## src/rtl/ext_bus_pkg.sv

```systemverilog
// Shared types and limits for the multiplexed external bus master.
package ext_bus_pkg;

  localparam int ADDR_W   = 32;
  localparam int DATA_W   = 16;
  localparam int WAIT_MIN = 1;
  localparam int WAIT_MAX = 15;

  typedef enum logic [2:0] {
    IDLE,
    AH_STB,
    AH_HLD,
    AL_STB,
    AL_HLD,
    DATA,
    RECOV
  } state_t;

  // Down-counter reload value; out-of-range wait lengths are pinned to the legal window.
  function automatic logic [3:0] wait_load(input int cycles);
    int c;
    c = (cycles < WAIT_MIN) ? WAIT_MIN : ((cycles > WAIT_MAX) ? WAIT_MAX : cycles);
    return 4'(c - 1);
  endfunction

endpackage

```

## src/rtl/ext_bus_master.sv

```systemverilog
// Multiplexed 16-bit external bus master: two latched address halves, then a data phase.
// Optional upper-address cache enabled by defining EXT_BUS_HI_CACHE_EN.
module ext_bus_master
  import ext_bus_pkg::*;
#(
  parameter int WAIT_CYCLES = 1
) (
  input  logic              wb_clk_i,
  input  logic              wb_rst_i,
  input  logic              req_valid,
  output logic              req_ready,
  input  logic [ADDR_W-1:0] req_addr,
  input  logic              req_we,
  input  logic [1:0]        req_be,
  input  logic [DATA_W-1:0] req_wdata,
  output logic              rsp_valid,
  output logic [DATA_W-1:0] rsp_rdata,
  input  logic [DATA_W-1:0] bus_in,
  output logic [DATA_W-1:0] bus_out,
  output logic              bus_dir,
  output logic              le_lo,
  output logic              le_hi,
  output logic              OEb,
  output logic              WEb_lo,
  output logic              WEb_hi
);

  localparam logic [3:0] CNT_LOAD = wait_load(WAIT_CYCLES);

  state_t r_state, w_next;
  logic [ADDR_W-1:0] r_addr, w_addr;
  logic [DATA_W-1:0] r_wdata, w_wdata;
  logic [1:0]        r_be, w_be;
  logic              r_we, w_we;
  logic [3:0]        r_cnt;
  logic              w_accept, w_hit;

  logic              r_req_ready, r_rsp_valid, r_bus_dir, r_le_lo, r_le_hi;
  logic              r_oeb, r_web_lo, r_web_hi;
  logic [DATA_W-1:0] r_rsp_rdata, r_bus_out;
  logic              w_req_ready, w_rsp_valid, w_bus_dir, w_le_lo, w_le_hi;
  logic              w_oeb, w_web_lo, w_web_hi;
  logic [DATA_W-1:0] w_bus_out;

  assign w_accept = req_valid & r_req_ready;
  assign w_addr   = w_accept ? req_addr  : r_addr;
  assign w_wdata  = w_accept ? req_wdata : r_wdata;
  assign w_be     = w_accept ? req_be    : r_be;
  assign w_we     = w_accept ? req_we    : r_we;

`ifdef EXT_BUS_HI_CACHE_EN
  logic [15:0] r_hi_tag;
  logic        r_hi_valid;

  assign w_hit = r_hi_valid && (req_addr[31:16] == r_hi_tag);

  always_ff @(posedge wb_clk_i or posedge wb_rst_i) begin
    if (wb_rst_i) begin
      r_hi_tag   <= '0;
      r_hi_valid <= 1'b0;
    end else if (r_state == AH_HLD) begin
      r_hi_tag   <= r_addr[31:16];
      r_hi_valid <= 1'b1;
    end
  end
`else
  assign w_hit = 1'b0;
`endif

  always_comb begin
    w_next = r_state;
    unique case (r_state)
      IDLE:    if (w_accept) w_next = w_hit ? AL_STB : AH_STB;
      AH_STB:  w_next = AH_HLD;
      AH_HLD:  w_next = AL_STB;
      AL_STB:  w_next = AL_HLD;
      AL_HLD:  w_next = DATA;
      DATA:    if (r_cnt == 4'd0) w_next = RECOV;
      RECOV:   w_next = IDLE;
      default: w_next = IDLE;
    endcase
  end

  // Outputs are decoded from the next state so every pin comes straight off a flop.
  always_comb begin
    w_req_ready = 1'b0;
    w_rsp_valid = 1'b0;
    w_bus_out   = r_bus_out;
    w_bus_dir   = 1'b1;
    w_le_lo     = 1'b0;
    w_le_hi     = 1'b0;
    w_oeb       = 1'b1;
    w_web_lo    = 1'b1;
    w_web_hi    = 1'b1;
    unique case (w_next)
      IDLE:   w_req_ready = 1'b1;
      AH_STB: begin w_bus_out = w_addr[31:16]; w_bus_dir = 1'b0; w_le_hi = 1'b1; end
      AH_HLD: begin w_bus_out = w_addr[31:16]; w_bus_dir = 1'b0; end
      AL_STB: begin w_bus_out = w_addr[15:0];  w_bus_dir = 1'b0; w_le_lo = 1'b1; end
      AL_HLD: begin w_bus_out = w_addr[15:0];  w_bus_dir = 1'b0; end
      DATA: begin
        if (w_we) begin
          w_bus_dir = 1'b0;
          w_bus_out = w_wdata;
          w_web_lo  = ~w_be[0];
          w_web_hi  = ~w_be[1];
        end else begin
          w_oeb = 1'b0;
        end
      end
      RECOV:   w_rsp_valid = 1'b1;
      default: ;
    endcase
  end

  always_ff @(posedge wb_clk_i or posedge wb_rst_i) begin
    if (wb_rst_i) begin
      r_state     <= IDLE;
      r_addr      <= '0;
      r_wdata     <= '0;
      r_be        <= '0;
      r_we        <= 1'b0;
      r_cnt       <= '0;
      r_req_ready <= 1'b0;
      r_rsp_valid <= 1'b0;
      r_rsp_rdata <= '0;
      r_bus_out   <= '0;
      r_bus_dir   <= 1'b1;
      r_le_lo     <= 1'b0;
      r_le_hi     <= 1'b0;
      r_oeb       <= 1'b1;
      r_web_lo    <= 1'b1;
      r_web_hi    <= 1'b1;
    end else begin
      r_state     <= w_next;
      r_addr      <= w_addr;
      r_wdata     <= w_wdata;
      r_be        <= w_be;
      r_we        <= w_we;
      r_req_ready <= w_req_ready;
      r_rsp_valid <= w_rsp_valid;
      r_bus_out   <= w_bus_out;
      r_bus_dir   <= w_bus_dir;
      r_le_lo     <= w_le_lo;
      r_le_hi     <= w_le_hi;
      r_oeb       <= w_oeb;
      r_web_lo    <= w_web_lo;
      r_web_hi    <= w_web_hi;
      if (w_next == DATA && r_state != DATA) begin
        r_cnt <= CNT_LOAD;
      end else if (r_state == DATA && r_cnt != 4'd0) begin
        r_cnt <= r_cnt - 4'd1;
      end
      // Read data is taken on the edge closing the final data cycle.
      if (r_state == DATA && r_cnt == 4'd0) begin
        r_rsp_rdata <= r_we ? '0 : bus_in;
      end
    end
  end

  assign req_ready = r_req_ready;
  assign rsp_valid = r_rsp_valid;
  assign rsp_rdata = r_rsp_rdata;
  assign bus_out   = r_bus_out;
  assign bus_dir   = r_bus_dir;
  assign le_lo     = r_le_lo;
  assign le_hi     = r_le_hi;
  assign OEb       = r_oeb;
  assign WEb_lo    = r_web_lo;
  assign WEb_hi    = r_web_hi;

endmodule

```

## config.mk

```make
export PLATFORM = sky130hd
export DESIGN_NAME = ext_bus_master
export DESIGN_NICKNAME = d
export VERILOG_FILES = /design/src/rtl/ext_bus_pkg.sv /design/src/rtl/ext_bus_master.sv
export SDC_FILE = /design/constraint.sdc
export NUM_CORES = 1
export LEC_CHECK = 0
export CORE_MARGIN = 8
export CORE_UTILIZATION = 46
export CTS_BUF_LIST = sky130_fd_sc_hd__clkbuf_4
export DETAILED_ROUTE_END_ITERATION = 7
export HOLD_SLACK_MARGIN = 0.12
export PLACE_DENSITY_LB_ADDON = 0.15
export SLEW_MARGIN = 15
export SYNTH_ARGS = -nofsm -noshare
export SYNTH_HDL_FRONTEND = slang
export SYNTH_SLANG_ARGS = --single-unit
```

## constraint.sdc

```tcl
create_clock -name wb_clk_i -period 2.7 [get_ports wb_clk_i]
set_input_delay 0.27 -clock wb_clk_i [delete_from_list [all_inputs] [get_ports wb_clk_i]]
set_output_delay 0.27 -clock wb_clk_i [all_outputs]
set_load 0.01 [all_outputs]
```

### After elaboration in Yosys (flattened, before gate mapping)

Index checks and enable logic that the tools add are counted.

* register bits after elaboration: 98
* bits in latches: 0
* RAM bits: 0
* memory bits (read-only): 0
* output and inout port bits: 40
* memories kept: 0

* add/sub/neg operators: 1
* multipliers: 0
* divide/modulo/power cells: 0
* magnitude comparators: 0
* eq/ne operators: 13
* shift-type cells: 0
* multiplexer cells: 24
* bitwise operators: 3
* reductions and logical operators: 13

Operators by type and width (count)
* $mux 16: 3
* $pmux 16 s3: 1
* $mux 32: 1
* $pmux 3 s6: 1
* $eq 3x3->1 const B: 5
* $eq 3x2->1 const B: 4
* $mux 1: 12
* $mux 4: 2
* $eq 3x1->1 const B: 2
* $logic_not 3->1: 2
* $mux 3: 2
* $logic_not 4->1: 1
* $reduce_bool 4->1: 1
* $reduce_or 2->1: 2
* $reduce_or 4->1: 1
* $sub 4x1->4 const B: 1
* $logic_and 1x1->1: 3
* $ne 3x3->1 const B: 1
* $reduce_bool 3->1: 1
* $mux 2: 1
* $ne 2x2->1 const B: 1
* $not 1->1: 2
* $pmux 1 s2: 1
* $reduce_and 2->1: 1
* 2 further kinds: 2

### Longest topological paths before layout

* word-level depth: 7
* depth in mapped cells: 8

### Least setup slack after synthesis

No wires, ideal clock.

* path kind: register -> register
* from: register r_cnt[0]
* to: register r_bus_out[7] (netlist: bus_out[7])
* arrival: 2.002 ns
* setup slack: 0.573 ns
* stages on the path, launching flop included: 9
* period minus slack after synthesis: 2.127 ns
* cell sequence: dfrtp_1 > inv_1 > ha_1 > and4bb_1 > buf_6 > a211o_1 > a21oi_4 > buf_12 > mux2_4

* longest elaborated chain between the ends: 7
* elaborated cells on any way between the ends: 14
* those cells by class: 6 x eq/ne; 3 x mux; 5 x reduce/logical

RTL lines
* start, declared: line ext_bus_master.sv:35 `logic [3:0] r_cnt;`
* start signal, assigned: line ext_bus_master.sv:152 `r_cnt <= r_cnt - 4'd1;`
* $logic_not 4->1 (*): line ext_bus_master.sv:78 `DATA: if (r_cnt == 4'd0) w_next = RECOV;`
* $mux 3 (*): line ext_bus_master.sv:78
* $pmux 3 s6 (*): line ext_bus_master.sv:72 `unique case (r_state)`
* $eq 3x2->1, or another cell as far along: line ext_bus_master.sv:95 `unique case (w_next)`
* $reduce_or 2->1 (no source line)
* $reduce_bool 3->1 (no source line)
* $reduce_and 2->1 (no source line)
* end signal, assigned: line ext_bus_master.sv:142 `r_bus_out <= w_bus_out;`
* end, declared: line ext_bus_master.sv:40 `logic [DATA_W-1:0] r_rsp_rdata, r_bus_out;`

Mark *: on every way between the ends. The rest lies on a longest branch, timed or not.
A chain may end at the register's enable or synchronous reset.

### Final worst setup path

* from: register r_cnt[0]
* to: register r_bus_out[4] (netlist: bus_out[4])

Same word-level chain as after synthesis.

==> results.md <==
Pwr:
- The worst-case IR drop observed on VDD is 0.454 mV.
- The leakage power total is around 2.5 nW.
- The total power density per cell area is between 1000 and 1500 mW/mm².

Clock tree:
- The clock sink count is 98.
- The buffers inserted during post-CTS setup optimization is 0.
- The register clock-pin slew on the reported worst setup and hold paths is 0.16 ns.
- The cell sitting at the root of the clock tree is a clkbuf_4.
- Counting along the longest clock path gives a buffer depth of 2.
- In this run, post-CTS hold repair placed 0 buffers.
- The H-tree generated during clock tree synthesis spans 3 levels.
- The number of clock buffers added by TritonCTS is 9.
- TritonCTS built the clock tree.
- The count of cells resized by post-cts repair is 0.
- The clock insertion delay at the later pin of the skew report is 0.46 ns.

STA:
- Setup violations remaining at the end of the flow were counted as 0.
- The total negative slack for setup checks is 0 ns.
- For the pin with the worst max-slew slack, the measured transition is 0.924 ns.
- The final-report max-slew violation count came to 0.
- The final hold violation count came to 0.
- The maximum clock rate is approximately 420 MHz.
- On the final layout, the worst clock skew is approximately 0.034 ns.
- Setup repair after global routing left no endpoint under its margin.
- The minimum period implied by the final worst setup slack is around 2.4 ns.
- The tightest slew margin relative to the limit is about two fifths.
- The final critical-path share of the clock period is 88.2%.

Layout:
- 0 antenna diodes ended up in the layout.
- The share of layout cells above drive strength 1 is 21.1%.
- The final layout contains roughly 560 nets.
- The area growth from synthesis to layout is 30.3%.
- Counting the fill cells in the layout gives roughly 830.
- The multi-input combinational cells in the finished layout cover a total of between 0.0015 and 0.002 mm².
- The final cell count without fillers is ~630.
- The area of all sequential standard cells is between 0.002 and 0.0025 mm².

Synth:
- Yosys mapped a number of flops with a built-in enable equal to 0.
- The netlist area before placement is approximately 0.0045 mm².
- By area the synthesized netlist is led by dfrtp_1 (53%), mux2_2 (8.9%), a21bo_2 (5.2%), nand2_1 (3.9%), nand3b_1 (2.9%).
- Counting every net in the synthesized netlist gives between 400 and 500.
- Sequential cells were found to cover 55.2% of the synthesized design area.
- After synthesis, the mean cell area works out to 11.6 µm².
- The fraction of synthesized cell area taken by the top area cell type is approximately 53%.
- The proportion of register bits with asynchronous set or reset after synthesis is between 90% and 100%.
- In this run, synthesis produced a sequential element count of 98.
- Synthesis handed over a netlist of roughly 380 instances.
- Summed over all instances, the cell type with the most area after synthesis is dfrtp_1.
- The number of distinct library cell variants in the gate-level netlist after synthesis is 40.
- The Yosys step of the flow raised 0 warnings.
- The prevailing post-synth register cell is dfrtp_1.

Route:
- Before antenna repair, the detailed router went through 5 iterations.
- In the detailed route, the total length drawn on met3 is 795 µm.
- The final routed DRC violation total is 0.
- The routed metal-1 wirelength is ~5000 µm.
- In the routed layout, each cell is associated on average with a via count of ~5.2.
- Wire segments on met2 add up to 5010 µm in the final route.
- After the first detailed-routing iteration, the DRC count stood at 190.
- After detailed routing, the average wire length per cell comes to between 15 and 20 µm.
- Summed over all layers, the routed wires come to about 11000 µm.
- The count of nets left with antenna violations once routing finished came out at 0.
- The via total after detailed routing is ~3300.
- The highest metal layer with signal wires is met4.

Job:
- The count of max-cap constraint violations is 0.

Setup path:
- The critical path is of the reg -> reg type.
- The highest fanout seen on the critical path is 12.
- Counting both buffers and inverters, the worst setup path holds a total of 1.
- The critical path goes through inv_1 -> ha_1 -> and4bb_1 -> a211o_1 -> a21oi_4 -> mux2_2.
- For the worst setup path, the data required time is 3.05 ns.
- The kind of end point of the critical path is a register.
- Broken down by cell family, the worst path's largest delay share belongs to compound AO/OA/AOI/OAI gates.
- The arrival time of the worst setup path is between 2 and 3 ns.
- The slowest cell on the critical path is a21oi_4.
- The kind of launch point of the worst setup path is a register.
- In this design, the stage delay of the slowest critical-path cell is 0.48 ns.

Placed design:
- The total instance count after detailed placement is 610.
- The detailed placer's ending HPWL is between 7000 and 8000 µm.
- At the end of routability-driven placement, the weighted congestion stood at about 0.76.
- The number of buffers added on ports is between 100 and 150.

Global routing:
- The aggregate global-route resource usage is 17.6%.
- The sum of overflow across all layers after global routing is 0.
- The number of global-route vias before repair is 3557.
- Entering global routing, the biggest net connects 37 pins.
- The initial antenna violation count is 0.
- The first global-routing pass estimated around 18000 µm of wire.

Status:
- The run finished with clean final reports.

Floorplanning:
- Once the floorplan was initialized, standard cells occupied 46.4% of the core.
- The floorplan has 36 rows.
- The overall die area is 0.0131 mm².
- During I/O placement, the number of pins put on the boundary was between 100 and 150.
- The die is 114 µm tall.
- In this run the horizontal extent of the chip is ~110 µm.
- The core region is 0.00959 mm².

Hold path:
- The worst hold path belongs to the class in -> async.
-- layer usage --
layer | GRT usage (%) | vias up
li1 | - | 1575
met1 | 22.2 | 1582
met2 | 27.3 | 103
met3 | 6.12 | 14
met4 | 6.03 | 0
met5 | 0 | -
-- cells in the mapped netlist (all sizes together), types with 2 or more instances --
| library cell | count |
|---|---|
| nand2b | 2 |
| inv | 11 |
| a21o | 2 |
| nor3 | 3 |
| o21ai | 20 |
| a21bo | 23 |
| buf | 16 |
| mux2i | 6 |
| a22o | 2 |
| a21oi | 19 |
| dfrtp | 94 |
| nand2 | 46 |
| a211oi | 12 |
| a221o | 10 |
| and2 | 2 |
| nand3 | 25 |
| nand3b | 17 |
| clkbuf | 14 |
| dfstp | 4 |
| nor2 | 3 |
| mux2 | 38 |
| nor2b | 4 |
-- state kept, by name, summed over array words and instances, names as in the netlist --
signal	flops
bus_dir	1
rsp_valid	1
r_cnt	4
WEb_hi	1
rsp_rdata	16
r_addr	32
le_hi	1
WEb_lo	1
r_we	1
req_ready	1
le_lo	1
bus_out	16
r_wdata	16
OEb	1
r_be	2
r_state	3
-- logic make-up (layout without fill, tap and decap cells) --
kind of cell             after synthesis  in the layout  synth area share [%]
flip-flops                            98             98                  55.2
AND/OR/NAND/NOR                      107            107                  12.3
buffers and inverters                 41            151                  5.37
multiplexers                          44             44                  11.2
AO/OA/AOI/OAI                         92             92                  15.6
adder cells (fa/ha/maj)                1              1                 0.281
-- worst reg2reg max path, stage by stage (launching register included) --
cell,delay (ns)
dfrtp_1,0.40
inv_1,0.07
ha_1,0.26
and4bb_1,0.33
a211o_1,0.34
a21oi_4,0.48
mux2_2,0.40
-- cells in the final DEF, fill, tap and decap left out, types with 9 or more instances in the layout --
master           netlist  routed
nand2_1               46      46
o21ai_0               20      20
a21oi_1               18      17
a21bo_2               23      23
a211oi_1              12      12
buf_4                  0      12
mux2_2                35      35
clkdlybuf4s50_1        0     108
inv_1                 11      10
nand3b_1              17      17
nand3_1               25      25
dfrtp_1               94      94
clkbuf_4               0       9
-- through the flow --
step | setup WS [ns] | area, µm² | power [mW] | util (%) | hold slack (ns)
after floorplan | 0.573 | 4460 | 4.43 | - | 0.415
after global placement | 0.394 | 5660 | 5.39 | 59.0 | 0.481
after detailed placement | 0.333 | 5660 | 5.49 | 59.0 | 0.487
after CTS | 0.309 | 5800 | 6.25 | 60.5 | 0.274
after global routing | 0.195 | 5800 | 6.62 | 60.5 | 0.280
final | 0.317 | 5800 | 6.19 | 60.5 | 0.273
-- power breakdown --
part	internal, mW	switching, mW	total, mW
logic	1.63	1.38	3.00
registers	2.14	0.286	2.42
clock network	0.216	0.546	0.761
total	3.98	2.21	6.19
-- cell type report --
type                       instances  area share, %
clock buffer                       9           1.16
clock inverter                     7           1.21
inverter                          11          0.776
multi-input combinational        244           30.3
sequential                        98           42.4
tap                              133           2.87
timing repair buffer             124           21.3
-- worst paths after layout --
path	slack (ns)	cells past startpoint	endpoint	from
min reg2reg	0.51	2	rsp_rdata[9]	rsp_rdata[9]
min in group wb_clk_i	0.29	4	r_addr[9]	req_valid
min	0.27	2	rsp_valid	wb_rst_i
max in group asynchronous	1.74	3	OEb	wb_rst_i
max reg2reg	0.32	6	bus_out[4]	r_cnt[0]
max	0.32	6	bus_out[4]	r_cnt[0]
No activity file was read; power rests on OpenSTA's default activity.
